===== src/rtl/mul_div_unit_pkg.sv =====
// Shared constants and types for the iterative multiply/divide unit.
// Holds the operand/result width, register-index width, op encodings and FSM states.
// No logic lives here; the package is imported by the interface users and the core.
package mul_div_unit_pkg;

    localparam int DATA_W = 32;
    localparam int REG_W  = 4;

    // op[0] selects the high half of the shift register, op[1] selects divide.
    typedef enum logic [1:0] {
        OP_MUL   = 2'b00,
        OP_MULHU = 2'b01,
        OP_DIVU  = 2'b10,
        OP_REMU  = 2'b11
    } op_e;

    typedef enum logic [1:0] {
        ST_IDLE = 2'b00,
        ST_CALC = 2'b01,
        ST_DONE = 2'b10
    } state_e;

endpackage


===== src/rtl/mul_div_unit_if.sv =====
// Request/result bundle between the issue logic and the multiply/divide unit.
// Request side: start, op, src1_data, src2_data, dst. Result side: busy, wrt_en, dst_out, dst_data.
// No backpressure signal: the requester watches busy; start is only honoured when idle.
interface mul_div_unit_if #(
    parameter int DATA_W = mul_div_unit_pkg::DATA_W,
    parameter int REG_W  = mul_div_unit_pkg::REG_W
);

    logic              start;
    logic [1:0]        op;
    logic [DATA_W-1:0] src1_data;
    logic [DATA_W-1:0] src2_data;
    logic [REG_W-1:0]  dst;
    logic              busy;
    logic              wrt_en;
    logic [REG_W-1:0]  dst_out;
    logic [DATA_W-1:0] dst_data;

    // Issuing side (decode / register-file read stage).
    modport master (
        output start, op, src1_data, src2_data, dst,
        input  busy, wrt_en, dst_out, dst_data
    );

    // The arithmetic unit.
    modport slave (
        input  start, op, src1_data, src2_data, dst,
        output busy, wrt_en, dst_out, dst_data
    );

endinterface


===== src/rtl/mul_div_unit.sv =====
// Iterative unsigned MUL/MULHU/DIVU/REMU, one bit per clock on a shared shift register.
// Latency: start sampled at E0, wrt_en strobes E32..E33; back-to-back issue every 34 cycles.
// Backpressure: none queued; start is ignored while busy (CALC/DONE), requester must retry.
// Ports: clk, rst (sync, active-high); bus (slave modport) carries request and result.
module mul_div_unit #(
    parameter int DATA_W = mul_div_unit_pkg::DATA_W,
    parameter int REG_W  = mul_div_unit_pkg::REG_W
) (
    input  logic              clk,
    input  logic              rst,
    mul_div_unit_if.slave     bus
);

    import mul_div_unit_pkg::*;

    localparam int CNT_W = $clog2(DATA_W);
    localparam int ACC_W = 2 * DATA_W;

    state_e            state_q,  state_d;
    op_e               op_q,     op_d;
    logic [DATA_W-1:0] opb_q,    opb_d;
    logic [ACC_W-1:0]  acc_q,    acc_d;
    logic [CNT_W-1:0]  cnt_q,    cnt_d;
    logic [REG_W-1:0]  dst_q,    dst_d;
    logic [DATA_W-1:0] res_q,    res_d;
    logic              wrt_en_q, wrt_en_d;
    logic              busy_q,   busy_d;

    logic              is_div;
    logic [DATA_W:0]   add_a;
    logic [DATA_W:0]   add_b;
    logic [DATA_W:0]   add_s;
    logic [ACC_W-1:0]  acc_step;
    logic [DATA_W-1:0] result;

    // One iteration of the shared datapath.
    // Multiply: acc = {partial product, multiplier}; conditional add into the top half,
    //   then shift right so the carry out lands in the top bit.
    // Divide: acc = {partial remainder, dividend/quotient}; the shifted-left remainder is
    //   the top DATA_W+1 bits, so subtracting the divisor from acc[ACC_W-1:DATA_W-1] is the
    //   shift-then-subtract. The remainder before the shift is below the divisor, so the
    //   difference always fits DATA_W+1 signed bits and its MSB is a clean borrow flag.
    //   With a zero divisor there is never a borrow: quotient all ones, remainder = dividend.
    always_comb begin
        is_div = op_q[1];
        add_a  = is_div ? acc_q[ACC_W-1:DATA_W-1] : {1'b0, acc_q[ACC_W-1:DATA_W]};
        add_b  = is_div ? ~{1'b0, opb_q} : {1'b0, opb_q};
        add_s  = add_a + add_b + {{DATA_W{1'b0}}, is_div};

        if (is_div) begin
            if (add_s[DATA_W]) begin
                acc_step = {acc_q[ACC_W-2:0], 1'b0};
            end else begin
                acc_step = {add_s[DATA_W-1:0], acc_q[DATA_W-2:0], 1'b1};
            end
        end else begin
            if (acc_q[0]) begin
                acc_step = {add_s, acc_q[DATA_W-1:1]};
            end else begin
                acc_step = {1'b0, acc_q[ACC_W-1:1]};
            end
        end

        // MULHU/REMU live in the high half, MUL/DIVU in the low half.
        result = op_q[0] ? acc_step[ACC_W-1:DATA_W] : acc_step[DATA_W-1:0];
    end

    always_comb begin
        state_d  = state_q;
        op_d     = op_q;
        opb_d    = opb_q;
        acc_d    = acc_q;
        cnt_d    = cnt_q;
        dst_d    = dst_q;
        res_d    = res_q;
        wrt_en_d = 1'b0;
        busy_d   = busy_q;

        case (state_q)
            ST_IDLE: begin
                if (bus.start) begin
                    state_d = ST_CALC;
                    op_d    = op_e'(bus.op);
                    opb_d   = bus.src2_data;
                    acc_d   = {{DATA_W{1'b0}}, bus.src1_data};
                    cnt_d   = '0;
                    dst_d   = bus.dst;
                    busy_d  = 1'b1;
                end
            end
            ST_CALC: begin
                acc_d = acc_step;
                cnt_d = cnt_q + 1'b1;
                // Last iteration: capture the finished word alongside the strobe so
                // dst_data is valid in the same cycle wrt_en is high.
                if (cnt_q == {CNT_W{1'b1}}) begin
                    state_d  = ST_DONE;
                    wrt_en_d = 1'b1;
                    res_d    = result;
                end
            end
            ST_DONE: begin
                state_d = ST_IDLE;
                busy_d  = 1'b0;
            end
            default: begin
                state_d = ST_IDLE;
                busy_d  = 1'b0;
            end
        endcase
    end

    always_ff @(posedge clk) begin
        if (rst) begin
            state_q  <= ST_IDLE;
            op_q     <= OP_MUL;
            opb_q    <= '0;
            acc_q    <= '0;
            cnt_q    <= '0;
            dst_q    <= '0;
            res_q    <= '0;
            wrt_en_q <= 1'b0;
            busy_q   <= 1'b0;
        end else begin
            state_q  <= state_d;
            op_q     <= op_d;
            opb_q    <= opb_d;
            acc_q    <= acc_d;
            cnt_q    <= cnt_d;
            dst_q    <= dst_d;
            res_q    <= res_d;
            wrt_en_q <= wrt_en_d;
            busy_q   <= busy_d;
        end
    end

    assign bus.busy     = busy_q;
    assign bus.wrt_en   = wrt_en_q;
    assign bus.dst_out  = dst_q;
    assign bus.dst_data = res_q;

endmodule


===== src/flat_wrapper.sv =====
// flat-port wrapper written by rule: the top's interface ports become plain ports
module mul_div_unit_flat import mul_div_unit_pkg::*;
#(
    parameter int DATA_W = mul_div_unit_pkg::DATA_W,
    parameter int REG_W  = mul_div_unit_pkg::REG_W
)
  (clk, rst, bus_start, bus_op, bus_src1_data, bus_src2_data, bus_dst, bus_busy, bus_wrt_en, bus_dst_out, bus_dst_data);
  mul_div_unit_if #(.DATA_W(DATA_W), .REG_W(REG_W)) bus_i ();
  input  logic clk;
  input  logic rst;
  input wire logic [$bits(bus_i.start)-1:0] bus_start;
  input wire logic [$bits(bus_i.op)-1:0] bus_op;
  input wire logic [$bits(bus_i.src1_data)-1:0] bus_src1_data;
  input wire logic [$bits(bus_i.src2_data)-1:0] bus_src2_data;
  input wire logic [$bits(bus_i.dst)-1:0] bus_dst;
  output wire logic [$bits(bus_i.busy)-1:0] bus_busy;
  output wire logic [$bits(bus_i.wrt_en)-1:0] bus_wrt_en;
  output wire logic [$bits(bus_i.dst_out)-1:0] bus_dst_out;
  output wire logic [$bits(bus_i.dst_data)-1:0] bus_dst_data;
  assign bus_i.start = bus_start;
  assign bus_i.op = bus_op;
  assign bus_i.src1_data = bus_src1_data;
  assign bus_i.src2_data = bus_src2_data;
  assign bus_i.dst = bus_dst;
  assign bus_busy = bus_i.busy;
  assign bus_wrt_en = bus_i.wrt_en;
  assign bus_dst_out = bus_i.dst_out;
  assign bus_dst_data = bus_i.dst_data;
  mul_div_unit #(.DATA_W(DATA_W), .REG_W(REG_W)) u_core (.clk(clk), .rst(rst), .bus(bus_i));
endmodule

===== config.mk =====
export PLATFORM = sky130hd
export DESIGN_NAME = mul_div_unit_flat
export DESIGN_NICKNAME = d
export VERILOG_FILES = /design/src/rtl/mul_div_unit_pkg.sv /design/src/rtl/mul_div_unit_if.sv /design/src/rtl/mul_div_unit.sv /design/src/flat_wrapper.sv
export SDC_FILE = /design/constraint.sdc
export NUM_CORES = 1
export LEC_CHECK = 0
export ABC_AREA = 1
export CAP_MARGIN = 20
export CELL_PAD_IN_SITES_DETAIL_PLACEMENT = 2
export CELL_PAD_IN_SITES_GLOBAL_PLACEMENT = 2
export CORE_ASPECT_RATIO = 0.7
export CORE_MARGIN = 3
export CORE_UTILIZATION = 31
export DETAILED_ROUTE_END_ITERATION = 6
export HOLD_SLACK_MARGIN = 0.05
export PLACE_DENSITY_LB_ADDON = 0.1
export REMOVE_ABC_BUFFERS = 1
export SYNTH_ARGS = -nofsm -noshare
export SYNTH_HDL_FRONTEND = slang
export SYNTH_SLANG_ARGS = --single-unit

===== constraint.sdc =====
create_clock -name clk -period 3.88 [get_ports clk]
set_clock_uncertainty 0.15 [all_clocks]
set_input_delay 0.582 -clock clk [delete_from_list [all_inputs] [get_ports clk]]
set_output_delay 0.582 -clock clk [all_outputs]
set_load 0.05 [all_outputs]

==> results.toml <==
[die]
start_util = 0.317
dieArea_um2 = 35600
pin_count = 111
coreArea_um2 = 32600
dieHeight_um = 159
fp.dieW_um = 224
row_count = 55

[routing]
vias_per_cell = 5.06
drt_iter0_markers = 599
dr.pass1.iters = 4
post_drt_wl_per_cell_um = 19.1
routed_wl_mm = 42.1
antenna_left = 0
drc = 0
num_vias = 11100

[final_layout]
fillers = 4052
nets = 1867
diodes = 0
final_common_cell = "nand2_1"
layout-drive-gt1-share = 0.0784
area_growth_syn_to_layout_pct = 20.8
final_cell_mix = "577 x nand2_1, 182 x inv_1, 148 x o21ai_0, 141 x dfxtp_1, 137 x nor2_1"
fin_util = 0.383

[critical_path]
cp_data_arrival_time_ns = 3.73
cp-start-kind = "flop"
reg2regPathDepth = 18
cp_data_required_time_ns = 4.01
rrSetupSlack_ns = 0.29
cp-end-kind = "flop"
r2r-start = "u_core.op_q[1]$_SDFFE_PP0P_"
reg2reg_to = "u_core.bus.dst_data[12]$_SDFFE_PP0P_"
crit_path_max_fanout = 30
critPathKind = "flop to flop"

[sta]
setup_viol = 0
post-route-period-util = 0.926
timing.final.max_slew_violations = 0
hold_viol_final = 0
fmax_ghz = 0.278
holdWs_ns = 0.318
worst_pin_slew_ns = 1.02
relSlewSlack = 0.319
post-route-min-period_ns = 3.59

[global_route]
grt_pass1_vias = 12100
overflow = 0
antenna_found_initial = 0
gr-usage-all-layers = 0.237
grt_max_degree = 75
grt_pass1_wl_mm = 67.3

[min_path]
hold_start = "u_core.acc_q[36]$_SDFFE_PP0P_"
worstHoldEndpoint = "u_core.acc_q[36]$_SDFFE_PP0P_"
holdPathStages = 2
hold_path_class = "flop to flop"

[flow_run]
drv_cap = 0

[synth]
synth-seq-cells = 143
syn_area_um2 = 10300
ys_warn_count = 0
syn_area_per_cell_um2 = 6.13
synth_compound_area_frac = 0.185
synth_fa_ha_area_frac = 0.0419
synth_mux_area_frac = 0
synth_simple_gate_area_share = 0.351
synthCells = 1687
seq_area_frac_synth = 0.277
synth_xor_area_frac = 0.0390
synth_top_family_by_area = "simple AND/OR/NAND/NOR gates"
ys_types = 40

[power]
sequentialPowerShare = 0.348
power.share.clock = 0.374
powerDensity_nw_per_um2 = 369
power.internal_uw = 2950
p_leak_uw = 0.00574
p_comb_frac = 0.278
irDropWorstVdd_mv = 0.281
p_total_uw = 4610
p_switching_uw = 1660
swShare = 0.360

[clocking]
cts_buffers = 17
cts_tree = "done"
cts_sinks = 143
htreeDepth = 4
path_clk_slew_ns = 0.07
ctsLongestPathBuffers = 2
cts_root_buffer = "clkbuf_16"
cts_hold_buffers = 0
insertion_delay_ns = 0.45

[place]
gp_congestion = 0.881
io_buffers = 110
hpwl_mm = 32.1

[outcome]
status = "finished, final reports clean"
-- worst max path at each step --
stage,startpoint,end,cells after the start,slack [ns]
2_1_floorplan,u_core.op_q[1]$_SDFFE_PP0P_,u_core.acc_q[57]$_SDFFE_PP0P_,20,-3.12
3_3_place_gp,u_core.op_q[1]$_SDFFE_PP0P_,u_core.acc_q[62]$_SDFFE_PP0P_,17,0.33
3_5_place_dp,u_core.op_q[1]$_SDFFE_PP0P_,u_core.acc_q[52]$_SDFFE_PP0P_,21,0.21
4_1_cts,u_core.op_q[1]$_SDFFE_PP0P_,u_core.acc_q[52]$_SDFFE_PP0P_,21,0.17
5_1_grt,u_core.op_q[1]$_SDFFE_PP0P_,u_core.bus.dst_data[13]$_SDFFE_PP0P_,18,-0.006
6_report,u_core.op_q[1]$_SDFFE_PP0P_,u_core.bus.dst_data[12]$_SDFFE_PP0P_,18,0.29
-- what timing repair did --
action | 4_1_cts | 5_1_grt
endpoints found under the setup margin | 0 | 19
gates resized for setup | 0 | 0
setup buffers | 0 | 4
-- registers in the layout, indices dropped and copies added (netlist names) --
register	flops
u_core.bus.busy	1
u_core.bus.wrt_en	1
u_core.bus.dst_data	32
u_core.state_q	2
u_core.op_q	2
u_core.bus.dst_out	4
u_core.opb_q	32
u_core.cnt_q	5
u_core.acc_q	64
-- cell type report --
class,count,area [µm²],share of cell area
clock buffer,20,447,0.0357
multi-input combinational,1268,6400,0.512
sequential,143,2870,0.230
timing repair buffer,140,1400,0.112
tap,427,534,0.0428
inverter,190,713,0.0571
clock inverter,12,133,0.0106
-- metrics by stage --
stage	cell area [µm²]	std cells	setup slack [ns]	setup TNS, ns
after global placement	11800	2163	0.327	0
after floorplan	9960	1601	-3.12	-248.32
after CTS	12400	2195	0.167	0
after global routing	12500	2200	-0.00578	-0.00578
final	12500	2200	0.287	0
after detailed placement	11800	2163	0.210	0
-- worst max-delay path: stages, from the launching register on --
cell and delay (ns):
dfxtp_4 0.53, buf_4 0.29, nor2_1 0.10, o21bai_1 0.19, ha_1 0.42, nand2_1 0.13, nor2_1 0.18, nand2_1 0.18
nor2_2 0.20, nand2_4 0.10, nand2_4 0.09, nand2_1 0.05, nand2_1 0.12, buf_12 0.22, nand2_1 0.08, nand3_1 0.10
nand3_1 0.11, nand2_1 0.10, a21oi_1 0.07
-- layer usage --
layer,track usage,vias up,share of wire
met5,0,-,0
met2,0.396,116,0.47
li1,-,5508,-
met3,0.0360,28,0.026
met1,0.326,5477,0.50
met4,0.0482,0,0.010
-- cell usage after synthesis --
library cell	number	area, µm²
buf_4	8	60.1
fa_1	1	20.0
dfxtp_1	143	2860
a21oi_4	1	16.3
nand3_2	11	110
a21oi_1	93	465
a21o_1	1	7.51
xor2_1	35	307
clkbuf_1	55	206
nand2_1	577	2170
nor2_4	2	22.5
nand2_4	16	180
buf_6	1	11.3
xnor2_1	11	96.3
nor2_1	140	526
o22ai_1	4	25.0
nand2_2	10	62.6
nand3_4	2	35.0
nor3_1	4	20.0
nand3_1	69	345
inv_1	184	691
o211ai_1	40	300
ha_1	33	413
o21a_1	2	15.0
o21bai_1	14	105
a21oi_2	21	184
clkinv_1	2	7.51
inv_2	4	15.0
a31oi_1	2	12.5
buf_2	6	30.0
o21ai_1	3	15.0
and2_1	3	18.8
o21ai_0	148	741
nand3b_1	9	67.6
nand4_1	8	50.1
a221oi_1	2	17.5
nor2_2	5	31.3
buf_12	1	20.0
buf_1	15	56.3
a21boi_0	1	7.51
-- power groups by stage --
stage / logic, µW / registers [µW] / clock network (µW)
final: 1280 / 1610 / 1720
after floorplan: 743 / 1670 / 0
after global placement: 1230 / 1640 / 0
after CTS: 1280 / 1610 / 1760
after global routing: 1440 / 1620 / 1830
after detailed placement: 1270 / 1640 / 0
-- logic make-up (layout without fill, tap and decap cells) --
kind of cell / count (synthesis) / count (layout)
AO/OA/AOI/OAI: 332 / 332
XOR/XNOR: 46 / 46
adder cells (fa/ha/maj): 34 / 34
buffers and inverters: 276 / 362
flip-flops: 143 / 143
AND/OR/NAND/NOR: 856 / 856
Note: power is estimated with default switching activity, not from simulation.
